===== config.mk =====
export PLATFORM = sky130hd
export DESIGN_NAME = pwm_ramp_seq_flat
export DESIGN_NICKNAME = d
export VERILOG_FILES = /design/src/rtl/pwm_ramp_seq_if.sv /design/src/rtl/pwm_ramp_seq.sv /design/src/flat_wrapper.sv
export SDC_FILE = /design/constraint.sdc
export NUM_CORES = 1
export LEC_CHECK = 0
export ABC_AREA = 1
export CAP_MARGIN = 20
export CORE_ASPECT_RATIO = 0.6
export CORE_MARGIN = 2
export CORE_UTILIZATION = 55
export CTS_CLUSTER_DIAMETER = 40
export DETAILED_ROUTE_END_ITERATION = 6
export PLACE_DENSITY_LB_ADDON = 0.08
export SLEW_MARGIN = 20
export SYNTH_ARGS = -nofsm -noshare
export SYNTH_HDL_FRONTEND = slang
export SYNTH_SLANG_ARGS = --single-unit

===== constraint.sdc =====
create_clock -name clk -period 14.7 [get_ports clk]
set_input_delay 2.94 -clock clk [delete_from_list [all_inputs] [get_ports clk]]
set_output_delay 2.94 -clock clk [all_outputs]
set_load 0.005 [all_outputs]

===== src/rtl/pwm_ramp_seq_if.sv =====
// pwm_ramp_seq_if: Avalon-MM CSR bus between the ramp sequencer and the PWM slave.
interface pwm_ramp_seq_if;
    logic        chipselect;
    logic        write;
    logic        read;
    logic [2:0]  address;
    logic [31:0] writedata;
    logic [31:0] readdata;
    modport master (output chipselect, write, read, address, writedata, input readdata);
    modport slave  (input chipselect, write, read, address, writedata, output readdata);
endinterface


===== src/rtl/pwm_ramp_seq.sv =====
// pwm_ramp_seq: Avalon-MM master that programs the PWM CSR block and ramps its duty cycle.
module pwm_ramp_seq #(
    parameter int         POLL_MAX        = 8,
    parameter logic [2:0] ADDR_CONTROL    = 3'd0,
    parameter logic [2:0] ADDR_STATUS     = 3'd1,
    parameter logic [2:0] ADDR_PERIOD     = 3'd2,
    parameter logic [2:0] ADDR_DUTY_CYCLE = 3'd3,
    parameter logic [2:0] ADDR_DIVISOR    = 3'd4
) (
    input  logic                  clk,
    input  logic                  reset,
    input  logic                  start,
    input  logic                  stop,
    input  logic [15:0]           cfg_prescaler,
    input  logic [15:0]           cfg_period,
    input  logic [15:0]           duty_start,
    input  logic [15:0]           duty_end,
    input  logic [15:0]           duty_step,
    input  logic [15:0]           dwell,
    pwm_ramp_seq_if.master        csr,
    output logic                  busy,
    output logic                  done,
    output logic                  err,
    output logic [15:0]           cur_duty
);
    typedef enum logic [3:0] {IDLE, WR_DIV, WR_PER, WR_DUTY0, WR_EN, RD_STAT, CHK, DWELL, STEP, HOLD, WR_DIS} state_t;
    localparam int PW = $clog2(POLL_MAX + 1);
    state_t state, nxt;
    logic [PW-1:0] poll_cnt;
    logic [15:0] per, ds, de, st, dw, dwell_cnt, nd;
    logic [16:0] sum, dif;
    logic up, go, tmo, dw_done, wr_n, cs_n;
    logic [2:0] a_n;
    logic [31:0] d_n;
    always_comb begin
        go = state == IDLE && start && !stop;
        sum = {1'b0, cur_duty} + {1'b0, st};
        dif = {1'b0, cur_duty} - {1'b0, st};
        nd = st == 16'd0 ? de
           : up ? ((sum[16] || sum[15:0] > de) ? de : sum[15:0])
           : ((dif[16] || dif[15:0] < de) ? de : dif[15:0]);
        tmo = state == CHK && !csr.readdata[0] && poll_cnt == PW'(POLL_MAX - 1);
        dw_done = dwell_cnt == (dw == 16'd0 ? 16'd0 : dw - 16'd1);
        nxt = state;
        case (state)
            IDLE:     nxt = go ? WR_DIV : IDLE;
            WR_DIV:   nxt = WR_PER;
            WR_PER:   nxt = WR_DUTY0;
            WR_DUTY0: nxt = WR_EN;
            WR_EN:    nxt = RD_STAT;
            RD_STAT:  nxt = CHK;
            CHK:      nxt = csr.readdata[0] ? (cur_duty == de ? HOLD : DWELL) : (tmo ? WR_DIS : RD_STAT);
            DWELL:    nxt = dw_done ? STEP : DWELL;
            STEP:     nxt = cur_duty == de ? HOLD : DWELL;
            WR_DIS:   nxt = IDLE;
            default:  nxt = state;
        endcase
        if (stop && state != IDLE && state != WR_DIS) nxt = WR_DIS;
        wr_n = nxt inside {WR_DIV, WR_PER, WR_DUTY0, WR_EN, STEP, WR_DIS};
        cs_n = wr_n || nxt == RD_STAT;
        a_n = 3'd0;
        d_n = 32'd0;
        case (nxt)
            WR_DIV:   begin a_n = ADDR_DIVISOR;    d_n = {16'd0, cfg_prescaler}; end
            WR_PER:   begin a_n = ADDR_PERIOD;     d_n = {16'd0, per}; end
            WR_DUTY0: begin a_n = ADDR_DUTY_CYCLE; d_n = {16'd0, ds}; end
            WR_EN:    begin a_n = ADDR_CONTROL;    d_n = 32'd1; end
            RD_STAT:  a_n = ADDR_STATUS;
            STEP:     begin a_n = ADDR_DUTY_CYCLE; d_n = {16'd0, nd}; end
            WR_DIS:   a_n = ADDR_CONTROL;
            default:  ;
        endcase
    end
    // Bus outputs are registered from the next state so they line up with the state they belong to.
    always_ff @(posedge clk or posedge reset) begin
        if (reset) begin
            state <= IDLE;
            csr.chipselect <= 1'b0;
            csr.write <= 1'b0;
            csr.read <= 1'b0;
            csr.address <= 3'd0;
            csr.writedata <= 32'd0;
            busy <= 1'b0;
            done <= 1'b0;
            err <= 1'b0;
            cur_duty <= 16'd0;
            poll_cnt <= '0;
            dwell_cnt <= 16'd0;
            per <= 16'd0;
            ds <= 16'd0;
            de <= 16'd0;
            st <= 16'd0;
            dw <= 16'd0;
            up <= 1'b0;
        end else begin
            state <= nxt;
            csr.chipselect <= cs_n;
            csr.write <= wr_n;
            csr.read <= nxt == RD_STAT;
            csr.address <= a_n;
            csr.writedata <= d_n;
            busy <= nxt != IDLE;
            done <= nxt == HOLD;
            dwell_cnt <= state == DWELL ? dwell_cnt + 16'd1 : 16'd0;
            if (state == CHK && !csr.readdata[0]) poll_cnt <= poll_cnt + 1'b1;
            if (tmo) err <= 1'b1;
            if (nxt == WR_DUTY0) cur_duty <= ds;
            if (nxt == STEP) cur_duty <= nd;
            if (go) begin
                per <= cfg_period;
                ds <= duty_start;
                de <= duty_end;
                st <= duty_step;
                dw <= dwell;
                up <= duty_end >= duty_start;
                err <= 1'b0;
                poll_cnt <= '0;
            end
        end
    end
endmodule


===== src/flat_wrapper.sv =====
// flat-port wrapper written by rule: the top's interface ports become plain ports
module pwm_ramp_seq_flat 
#(
    parameter int         POLL_MAX        = 8,
    parameter logic [2:0] ADDR_CONTROL    = 3'd0,
    parameter logic [2:0] ADDR_STATUS     = 3'd1,
    parameter logic [2:0] ADDR_PERIOD     = 3'd2,
    parameter logic [2:0] ADDR_DUTY_CYCLE = 3'd3,
    parameter logic [2:0] ADDR_DIVISOR    = 3'd4
)
  (clk, reset, start, stop, cfg_prescaler, cfg_period, duty_start, duty_end, duty_step, dwell, busy, done, err, cur_duty, csr_chipselect, csr_write, csr_read, csr_address, csr_writedata, csr_readdata);
  pwm_ramp_seq_if csr_i ();
  input  logic clk;
  input  logic reset;
  input  logic start;
  input  logic stop;
  input  logic [15:0] cfg_prescaler;
  input  logic [15:0] cfg_period;
  input  logic [15:0] duty_start;
  input  logic [15:0] duty_end;
  input  logic [15:0] duty_step;
  input  logic [15:0] dwell;
  output logic busy;
  output logic done;
  output logic err;
  output logic [15:0] cur_duty;
  output wire logic [$bits(csr_i.chipselect)-1:0] csr_chipselect;
  output wire logic [$bits(csr_i.write)-1:0] csr_write;
  output wire logic [$bits(csr_i.read)-1:0] csr_read;
  output wire logic [$bits(csr_i.address)-1:0] csr_address;
  output wire logic [$bits(csr_i.writedata)-1:0] csr_writedata;
  input wire logic [$bits(csr_i.readdata)-1:0] csr_readdata;
  assign csr_chipselect = csr_i.chipselect;
  assign csr_write = csr_i.write;
  assign csr_read = csr_i.read;
  assign csr_address = csr_i.address;
  assign csr_writedata = csr_i.writedata;
  assign csr_i.readdata = csr_readdata;
  pwm_ramp_seq #(.POLL_MAX(POLL_MAX), .ADDR_CONTROL(ADDR_CONTROL), .ADDR_STATUS(ADDR_STATUS), .ADDR_PERIOD(ADDR_PERIOD), .ADDR_DUTY_CYCLE(ADDR_DUTY_CYCLE), .ADDR_DIVISOR(ADDR_DIVISOR)) u_core (.clk(clk), .reset(reset), .start(start), .stop(stop), .cfg_prescaler(cfg_prescaler), .cfg_period(cfg_period), .duty_start(duty_start), .duty_end(duty_end), .duty_step(duty_step), .dwell(dwell), .csr(csr_i), .busy(busy), .done(done), .err(err), .cur_duty(cur_duty));
endmodule

==> impl_metrics.env <==
export IMPL_fmax_ghz=0.183
export IMPL_grt_pass1_wl_um=50900
export IMPL_cts_max_level=4
export IMPL_dieArea_um2=20600
export IMPL_antenna_found_initial=0
export IMPL_worst_slew_pin_slew_ns=0.977
export IMPL_final_setup_viol_count=0
export IMPL_finalCriticalPeriod_ns=5.47
export IMPL_netlist_area_um2=10700
export IMPL_worstSetupPathType="primary input to register"
export IMPL_synth_fa_ha_area_share_pct=9.98
export IMPL_drive_above_1_share_pct=4.01
export IMPL_num_rows=39
export IMPL_wl_met3_um=3690
export IMPL_status="finished, final reports clean"
export IMPL_cts_buffer_depth=2
export IMPL_ys_types=41
export IMPL_clk_latency_ns=0.44
export IMPL_io_pins=189
export IMPL_layout_worst_path_cycle_share_pct=37.2
export IMPL_synth_compound_area_share_pct=11.8
export IMPL_setup_tns_ns=0
export IMPL_drv_cap=0
export IMPL_place_congestion=0.944
export IMPL_grt_use_total_pct=31.9
export IMPL_startpoint_type="primary input"
export IMPL_end_kind="register"
export IMPL_drc=0
export IMPL_yosys_area_share_simple_pct=30.8
export IMPL_grt_max_degree=75
export IMPL_maxUsedRoutingLayer="met4"
export IMPL_rsz0062_at_grt="false"
export IMPL_fillers=1722
export IMPL_route_met2_wl_um=12200
export IMPL_synthToLayoutAreaGrowth_pct=19.9
export IMPL_cts_made_buffers=17
export IMPL_design_area_um2=12800
export IMPL_post_cts_setup_buffers=0
export IMPL_yosys_warnings=0
export IMPL_synthMuxAreaShare_pct=0
export IMPL_root_buffer="clkbuf_16"
export IMPL_firstDrtPassIters=6
export IMPL_finalWirelength_um=32200
export IMPL_wl_met1_um=15900
export IMPL_dp_cells=1860
export IMPL_syn_avg_cell_area_um2=7.04
export IMPL_antennaDiodeCount=0
export IMPL_stdcell_count=1891
export IMPL_core_area_um2=19000
export IMPL_wire_per_inst_um=17.0
export IMPL_postPlaceCellArea_um2=12200
export IMPL_cp_max_fo=20
export IMPL_synth_top_family_by_area="simple AND/OR/NAND/NOR gates"
export IMPL_ys_async_sr_fraction_pct=100
export IMPL_arrival_ns=5.81
export IMPL_synth_main_ff_cell="dfrtp_1"
export IMPL_hold_violations=0
export IMPL_path_clk_slew_ns=0.06
export IMPL_relSlewSlack_pct=34.7
export IMPL_synth_largest_area_cell="dfrtp_1"
export IMPL_ir_drop_uv=134
export IMPL_syn_inst=1517
export IMPL_fin_nets=1849
export IMPL_synth_common_cells="nand2_1, inv_1, dfrtp_1"
export IMPL_vias_per_cell=5.66
export IMPL_ys_top_cells_by_area="dfrtp_1, nand2_1, ha_1"
export IMPL_drt_iter0_markers=1174
export IMPL_synth_top_area_share_pct=34.2
export IMPL_hp_class="register to register"
export IMPL_synth_edff_count=0
export IMPL_powerDensity_nw_per_um2=267
export IMPL_synth_most_common_cell="nand2_1"
export IMPL_route_vias_total=10700
export IMPL_antenna_violating_nets_post_route=0
export IMPL_p_leak_nw=6.27
export IMPL_critPathRequiredTime_ns=15.05
export IMPL_place_hpwl_um=24800
export IMPL_grt_pass1_vias=9584
export IMPL_port_buffers=141
export IMPL_gr_total_overflow=0
export IMPL_yosysSeqAreaShare_pct=34.2
export IMPL_clock_sinks=146
export IMPL_cts_tree="built"
export IMPL_cts_resized=0
export IMPL_report_final_slew_viol_count=0
export IMPL_synth_seq_cells=146
export IMPL_cts_hold_buf=0
export IMPL_fp_dieW_um=184
export IMPL_power_mw=3.41
export IMPL_start_util_pct=56.1
export IMPL_fin_skew_ns=0.0129
export IMPL_dieHeight_um=112
export IMPL_synth_xor_area_share_pct=3.45
==> layer usage <==
metal / global-route usage (%) / vias to the layer above
met2: 41.0 / 525
met5: 0 / -
li1: - / 5154
met4: 7.09 / 0
met3: 8.86 / 33
met1: 51.8 / 5000
==> worst max-delay path, stage by stage <==
cell,delay (ns)
clkdlybuf4s50_1,0.42
inv_1,0.07
nand2_1,0.11
inv_2,0.10
and3_1,0.17
nand2_1,0.12
nand2_1,0.08
inv_1,0.05
nand2_1,0.05
inv_1,0.04
nor2_1,0.13
nand2_2,0.09
nand2_1,0.11
nand2_1,0.13
nor2_2,0.78
nand2_1,0.22
nand4_1,0.19
==> path summary, 6_finish.rpt <==
path	cells past startpoint	to	slack [ns]	start
setup reg to reg	25	u_core.csr.writedata[10]$_DFF_PP0_	9.30	u_core.cur_duty[2]$_DFFE_PP0P_
max in group asynchronous	3	u_core.st[2]$_DFFE_PP0P_	10.27	reset
hold reg to reg	2	u_core.per[9]$_DFFE_PP0P_	0.48	u_core.per[9]$_DFFE_PP0P_
setup / recovery	17	u_core.csr.writedata[10]$_DFF_PP0_	9.23	csr_readdata[0]
hold / removal	2	u_core.per[9]$_DFFE_PP0P_	0.48	u_core.per[9]$_DFFE_PP0P_
min in group asynchronous	2	u_core.csr.writedata[15]$_DFF_PP0_	3.02	reset
==> layout by cell type (no fill, tap or decap), types with 2 or more instances in the layout <==
master             n
nand2_1          431
inv_1            177
dfrtp_1          146
clkdlybuf4s50_1  141
nand3_1          136
o21ai_0          119
nor2_1            94
a21oi_1           84
ha_1              82
nand4_1           46
xor2_1            28
nor3_1            19
clkbuf_16         17
conb_1            16
xnor2_1           14
o211ai_1          10
nor2_2             7
o21bai_1           6
nand2_2            6
nor2_4             5
clkbuf_8           5
nor4_1             4
a31oi_1            4
inv_2              4
clkinvlp_4         4
buf_4              4
o21a_1             3
nand2_4            3
nand3b_1           3
bufinv_16          3
a21o_1             2
clkinv_1           2
a211oi_1           2
fa_1               2
==> area by class of cell <==
cell class | instances | area (um^2) | area share [%]
multi-input combinational | 1137 | 6050 | 47.3
clock buffer | 23 | 498 | 3.89
sequential | 146 | 3650 | 28.5
clock inverter | 8 | 125 | 0.978
timing repair buffer | 146 | 1460 | 11.4
tap | 246 | 308 | 2.40
inverter | 185 | 702 | 5.48
==> sequential cells by signal, summed over array words and instances, names as in the netlist <==
| signal | count |
|---|---|
| u_core.dw | 16 |
| u_core.ds | 16 |
| u_core.de | 16 |
| u_core.dwell_cnt | 16 |
| u_core.err | 1 |
| u_core.per | 16 |
| u_core.busy | 1 |
| u_core.csr.write | 1 |
| u_core.csr.address | 3 |
| u_core.csr.read | 1 |
| u_core.state | 4 |
| u_core.up | 1 |
| u_core.poll_cnt | 4 |
| u_core.cur_duty | 16 |
| u_core.csr.chipselect | 1 |
| u_core.csr.writedata | 16 |
| u_core.done | 1 |
| u_core.st | 16 |
==> kinds of logic after synthesis <==
logic type                 Yosys count
AOI/OAI and AO/OA                  236
xor gates and xnor gates            42
adders and majority gates           84
buffers and inverters              249
DFF                                146
other                                1
and+or+nand+nor                    759
==> metrics by stage <==
stage | util (%) | hold slack [ns] | setup slack, ns
6_report | 67.3 | 0.478 | 9.23
5_1_grt | 67.3 | 0.493 | 8.87
4_1_cts | 67.3 | 0.484 | 9.30
3_5_place_dp | 64.0 | 0.468 | 8.85
3_3_place_gp | 63.9 | 0.462 | 8.41
2_1_floorplan | - | 0.449 | 7.84
==> where the power goes <==
group          switching, mW  leakage (nW)  total (mW)  internal [mW]
logic                   1.44          4.13        2.22          0.782
registers              0.158          1.84       0.726          0.568
clock network          0.179         0.294       0.468          0.289
Note: power is estimated with default switching activity, not from simulation.
